<file path="config.mk">
export PLATFORM = sky130hd
export DESIGN_NAME = muldiv_unit
export DESIGN_NICKNAME = d
export VERILOG_FILES = /design/src/rtl/muldiv_unit.sv
export SDC_FILE = /design/constraint.sdc
export NUM_CORES = 1
export LEC_CHECK = 0
export ABC_CLOCK_PERIOD_IN_PS = 9150
export BUFFER_PORTS_ARGS = -buffer_cell sky130_fd_sc_hd__buf_2
export CELL_PAD_IN_SITES_DETAIL_PLACEMENT = 0
export CELL_PAD_IN_SITES_GLOBAL_PLACEMENT = 2
export CORE_UTILIZATION = 39
export DETAILED_ROUTE_END_ITERATION = 8
export GPL_TIMING_DRIVEN = 1
export PLACE_DENSITY_LB_ADDON = 0.1
export SETUP_SLACK_MARGIN = 0.3
export SLEW_MARGIN = 20
export SYNTH_ARGS = -nofsm -noshare
export SYNTH_HDL_FRONTEND = slang
export SYNTH_SLANG_ARGS = --single-unit
</file>
<file path="constraint.sdc">
create_clock -name clk -period 9.15 [get_ports clk]
set_clock_uncertainty 0.2 [all_clocks]
set_input_delay 0.4575 -clock clk [delete_from_list [all_inputs] [get_ports clk]]
set_output_delay 0.4575 -clock clk [all_outputs]
set_load 0.1 [all_outputs]
</file>
<file path="src/rtl/muldiv_unit.sv">
// muldiv_unit: iterative radix-2 multiply/divide unit with architectural HI/LO registers
// Ports:
//   clk, reset          clock (rising edge), asynchronous active-high reset
//   start, op           request an operation (00 MULTU, 01 MULT, 10 DIVU, 11 DIV); sampled in IDLE
//   a, b                multiplicand/dividend and multiplier/divisor, valid in the start cycle
//   hi_we, lo_we, wd    MTHI/MTLO writes, honoured only in IDLE
//   busy, done          operation in progress; one-cycle pulse when HI/LO were updated
//   div_by_zero         valid with done; divide with b == 0
//   hi, lo              HI/LO registers
module muldiv_unit #(
    parameter int WIDTH = 32
) (
    input  logic             clk,
    input  logic             reset,
    input  logic             start,
    input  logic [1:0]       op,
    input  logic [WIDTH-1:0] a,
    input  logic [WIDTH-1:0] b,
    input  logic             hi_we,
    input  logic             lo_we,
    input  logic [WIDTH-1:0] wd,
    output logic             busy,
    output logic             done,
    output logic             div_by_zero,
    output logic [WIDTH-1:0] hi,
    output logic [WIDTH-1:0] lo
);
    localparam int CW = $clog2(WIDTH);
    typedef enum logic [1:0] {IDLE, CALC, FIX} state_t;
    state_t             state;
    logic [1:0]         op_q;
    logic               sa, sb;
    logic [WIDTH-1:0]   ma, mb;
    // Multiply: {partial product high, multiplier shifting out}; divide: {remainder, dividend/quotient}
    logic [2*WIDTH-1:0] acc;
    logic [CW-1:0]      cnt;
    logic [WIDTH-1:0]   mag_a, mag_b, quo, rem, a_orig;
    logic [WIDTH:0]     mul_t, rem_sh, diff;
    logic [2*WIDTH-1:0] mul_next, div_next, prod;
    logic               neg;

    assign busy = state != IDLE;

    always_comb begin
        mag_a    = (op[0] && a[WIDTH-1]) ? -a : a;
        mag_b    = (op[0] && b[WIDTH-1]) ? -b : b;
        mul_t    = acc[0] ? {1'b0, acc[2*WIDTH-1:WIDTH]} + {1'b0, ma} : {1'b0, acc[2*WIDTH-1:WIDTH]};
        mul_next = {mul_t, acc[WIDTH-1:1]};
        rem_sh   = acc[2*WIDTH-1:WIDTH-1];
        diff     = rem_sh - {1'b0, mb};
        // A borrow in diff[WIDTH] means the trial subtraction failed: keep the shifted remainder
        div_next = {diff[WIDTH] ? rem_sh[WIDTH-1:0] : diff[WIDTH-1:0], acc[WIDTH-2:0], ~diff[WIDTH]};
        neg      = op_q[0] && (sa ^ sb);
        prod     = neg ? -acc : acc;
        quo      = neg ? -acc[WIDTH-1:0] : acc[WIDTH-1:0];
        rem      = (op_q[0] && sa) ? -acc[2*WIDTH-1:WIDTH] : acc[2*WIDTH-1:WIDTH];
        // sa is only set for signed ops, so this recovers the original dividend in both cases
        a_orig   = sa ? -ma : ma;
    end

    always_ff @(posedge clk or posedge reset) begin
        if (reset) begin
            state       <= IDLE;
            op_q        <= '0;
            sa          <= 1'b0;
            sb          <= 1'b0;
            ma          <= '0;
            mb          <= '0;
            acc         <= '0;
            cnt         <= '0;
            hi          <= '0;
            lo          <= '0;
            done        <= 1'b0;
            div_by_zero <= 1'b0;
        end else begin
            done        <= 1'b0;
            div_by_zero <= 1'b0;
            case (state)
                IDLE: begin
                    if (hi_we) hi <= wd;
                    if (lo_we) lo <= wd;
                    if (start) begin
                        op_q  <= op;
                        sa    <= op[0] && a[WIDTH-1];
                        sb    <= op[0] && b[WIDTH-1];
                        ma    <= mag_a;
                        mb    <= mag_b;
                        acc   <= {{WIDTH{1'b0}}, op[1] ? mag_a : mag_b};
                        cnt   <= '0;
                        state <= CALC;
                    end
                end
                CALC: begin
                    acc <= op_q[1] ? div_next : mul_next;
                    cnt <= cnt + 1'b1;
                    if (cnt == CW'(WIDTH-1)) state <= FIX;
                end
                FIX: begin
                    done        <= 1'b1;
                    div_by_zero <= op_q[1] && mb == '0;
                    {hi, lo}    <= !op_q[1] ? prod : mb == '0 ? {a_orig, {WIDTH{1'b1}}} : {rem, quo};
                    state       <= IDLE;
                end
                default: state <= IDLE;
            endcase
        end
    end
endmodule

</file>
==> results.md <==
* Vias in the first global route at 15990
* Std cell rows at 76
* Flip-flop and latch count after synthesis at 205
* Worst R2R Start: acc[36]
* Final worst path period share at 0.4819
* Post-synthesis mux area share at 0.03598
* CTS Buf Count at 26
* Min-delay worst type: in -> reg
* ANT nets after route at 0
* Worst R2R Path Depth at 12
* Slew HR at 0.3230
* GR Overflow Total at 0
* WL/cell at 24.25 um
* Placer Congestion at 0.8951
* Setup TNS at 0 ns
* Met3 Track Usage GR at 0.02765
* Port Buf Inserts at 169
* CP Launch Type: register
* Die H at 212.9 um
* Fmax at 226.8 MHz
* H-tree depth at 1
* Comb pwr share at 0.653
* WHS Path Cells at 3
* Number of synthesized flops with an enable pin at 0
* Antenna fix cells at 0
* Synth Area in XOR/XNOR at 0.1040
* Worst Path Arrival at 4.65 ns
* Total iterations of the first detailed-routing run at 5
* CTS tree: done
* Post-synth top cells: nand2_1 (255), o21ai_0 (241), dfrtp_1 (205)
* RSZ-0062 raised after global routing: no
* Area fraction of the dominant cell type after synthesis at 0.2956
* Static Leak at 8.242 nW
* Most numerous cell in the Yosys netlist: nand2_1
* Max FO, Critical Path at 55
* R2R Setup Slk at 4.74 ns
* CORE AREA at 43460 sq um
* Initial Util at 0.3993
* Top post-synthesis cells by area: dfrtp_1 (30%), o21ai_0 (7.0%), a21oi_1 (5.8%)
* Total GRT Usage at 0.3101
* Post-CTS setup buffers at 0
* Critical Path RT at 9.39 ns
* Via count at 17250
* Root Buffer: clkbuf_16
* Status: completed
* Largest family of logic cells by synthesized area: compound AO/OA/AOI/OAI gates
* Least-Margin Pin Slew at 1.013 ns
* Largest net degree at the start of global routing at 106
* Width of the die at 212.9 um
* Min Tclk post-route at 4.410 ns
* Sw Pwr at 5.218 mW
* P_int at 4.041 mW
* Post-Synth Simple-Gate Area at 0.1906
* Final setup fails at 0
* Final net count at 2468
* Post-synth top flop: dfrtp_1
* Drt initial violations at 1664
* Maxcap violations at 0
* Detailed Route WL at 70180 um
* Hold Path Origin: wd[5]
* Yosys synthesis warning count at 0
* Worst r2r dst: acc[63]
* Clock latency on the worst-skew pair at 0.58 ns
* Worst Setup End Kind: register
* Placed cells at 2843
* Sink of the worst hold path: hi[5]
* VDD IR max at 0.3378 mV
* Clock buffer depth at 3
* Fin worst setup slack at 4.740 ns
* Sequential element share of the synthesized area at 0.2956
* Clk pwr share at 0.114
* DRC at 0
* Core Util, Final at 0.4466
* GR met2 Demand/Resource at 0.4765
* Mapped Area at 17350 sq um
* Power, Total at 9.259 mW
* Antenna violations before repair at 0
* Seq pwr share at 0.234
* Share of cells above drive strength 1 at 0.1165
* Synth cell types at 86
* Pre-CTS setup slack at 4.815 ns
* Post-synth top area cell: dfrtp_1
* Mapped Cells at 2233
* Switch share at 0.5636
* First-pass GRT wire length at 105100 um
* Hold Fails Final Rpt at 0
* Reg clk slew, reported paths at 0.06 ns
* Vias per cell at 5.961
* Synth Area per Inst at 7.771 sq um
* Clock sink total at 205
* Count of cells resized by post-cts repair at 0
* Async S/R FF share, synth at 1.000
* Final std cells w/o fill at 2894
* P per Cell Area at 477.1 nW/um^2
* Mapped Nets at 2409
* Synth Area in Compound Gates at 0.2677
* Busiest grt layer: met2
* Adder-cell share of the synthesized area at 0.05350
* Critical path class: reg -> reg
* DP Wirelength at 54810 um
* Max-slew violation count at 0
* Die ar. at 45340 sq um
* Io pins at 170
* Layout area overhead at 11.84%
* M1 GR Usage at 0.4471
[routing by layer]
metal / part of all wire / up-vias / wire length [um]
li1: - / 8188 / -
met2: 0.43 / 549 / 30520
met4: 0.041 / 0 / 2845
met3: 0.052 / 97 / 3672
met1: 0.47 / 8417 / 33150
met5: 0 / - / 0
[stage by stage]
step	hold WS (ns)	cell area (sq um)
global placement	0.2564	18490
CTS	0.003450	19410
floorplan	0.2494	17350
finish	0.01828	19410
global route	0.02000	19410
detailed placement	0.2634	18490
[how the worst max path moves through the flow]
| stage | to | slack (ns) | depth (start not counted) | from |
|---|---|---|---|---|
| floorplan | acc[0] | 2.90 | 1 | reset |
| global placement | acc[63] | 4.91 | 12 | acc[36] |
| detailed placement | acc[63] | 4.82 | 12 | acc[36] |
| CTS | acc[63] | 4.79 | 12 | acc[36] |
| global route | acc[63] | 4.51 | 12 | acc[36] |
| finish | acc[63] | 4.74 | 12 | acc[36] |
[cell families (layout without fill, tap and decap cells)]
| kind of cell | after synthesis | after routing |
|---|---|---|
| buf+inv | 234 | 310 |
| flops | 205 | 205 |
| fa+ha+maj | 73 | 73 |
| simple gates | 693 | 693 |
| mux | 62 | 62 |
| compound gates | 760 | 760 |
| xor+xnor | 206 | 206 |
[layout make-up]
type	count	area (sq um)
timing repair buffer	199	1086
fill	4503	24050
inverter	66	255.2
sequential	205	5134
clock inverter	11	135.1
tap	585	732.0
clock buffer	34	720.7
multi-input combinational	1794	11340
[placed cells by master (no fill, tap or decap), drive strengths merged, types with 35 or more instances in the layout]
| master | netlist | layout |
|---|---|---|
| a211oi | 69 | 69 |
| xnor2 | 108 | 108 |
| ha | 71 | 71 |
| o21ai | 243 | 243 |
| a21oi | 203 | 203 |
| dfrtp | 205 | 205 |
| inv | 66 | 66 |
| nor3 | 50 | 50 |
| nor2 | 173 | 173 |
| o22ai | 44 | 44 |
| nand2 | 255 | 255 |
| mux2i | 59 | 59 |
| buf | 22 | 193 |
| xor2 | 98 | 98 |
| nand3 | 35 | 35 |
[state kept, by name, indices dropped and copies added, names as in the netlist]
name,flops
ma,32
state,2
sa,1
div_by_zero,1
mb,32
sb,1
lo,32
done,1
cnt,5
acc,64
hi,32
op_q,2
[worst max-delay path: stages, from the launching register on]
cell and delay (ns):
dfrtp_1 0.60, ha_1 0.37, a21o_1 0.23, nor3_1 0.18
a21oi_1 0.15, a211oi_1 0.63, o21ba_2 0.28, o311ai_1 0.14
nor2_4 0.14, buf_4 0.50, mux2i_1 0.26, o211ai_1 0.11
or3b_2 0.48
[power groups by stage]
stage	clock, mW	sequential (mW)	combinational, mW
2_1_floorplan	0	2.62	3.92
3_3_place_gp	0	2.15	5.94
3_5_place_dp	0	2.16	5.96
4_1_cts	1.06	2.14	5.99
5_1_grt	1.10	2.21	6.58
6_report	1.05	2.17	6.04
[what timing repair did]
action	4_1_cts	5_1_grt
setup endpoints to repair	0	0
hold buffers	6	0
hold endpoints to repair	104	0
Note: power is estimated with default switching activity, not from simulation.
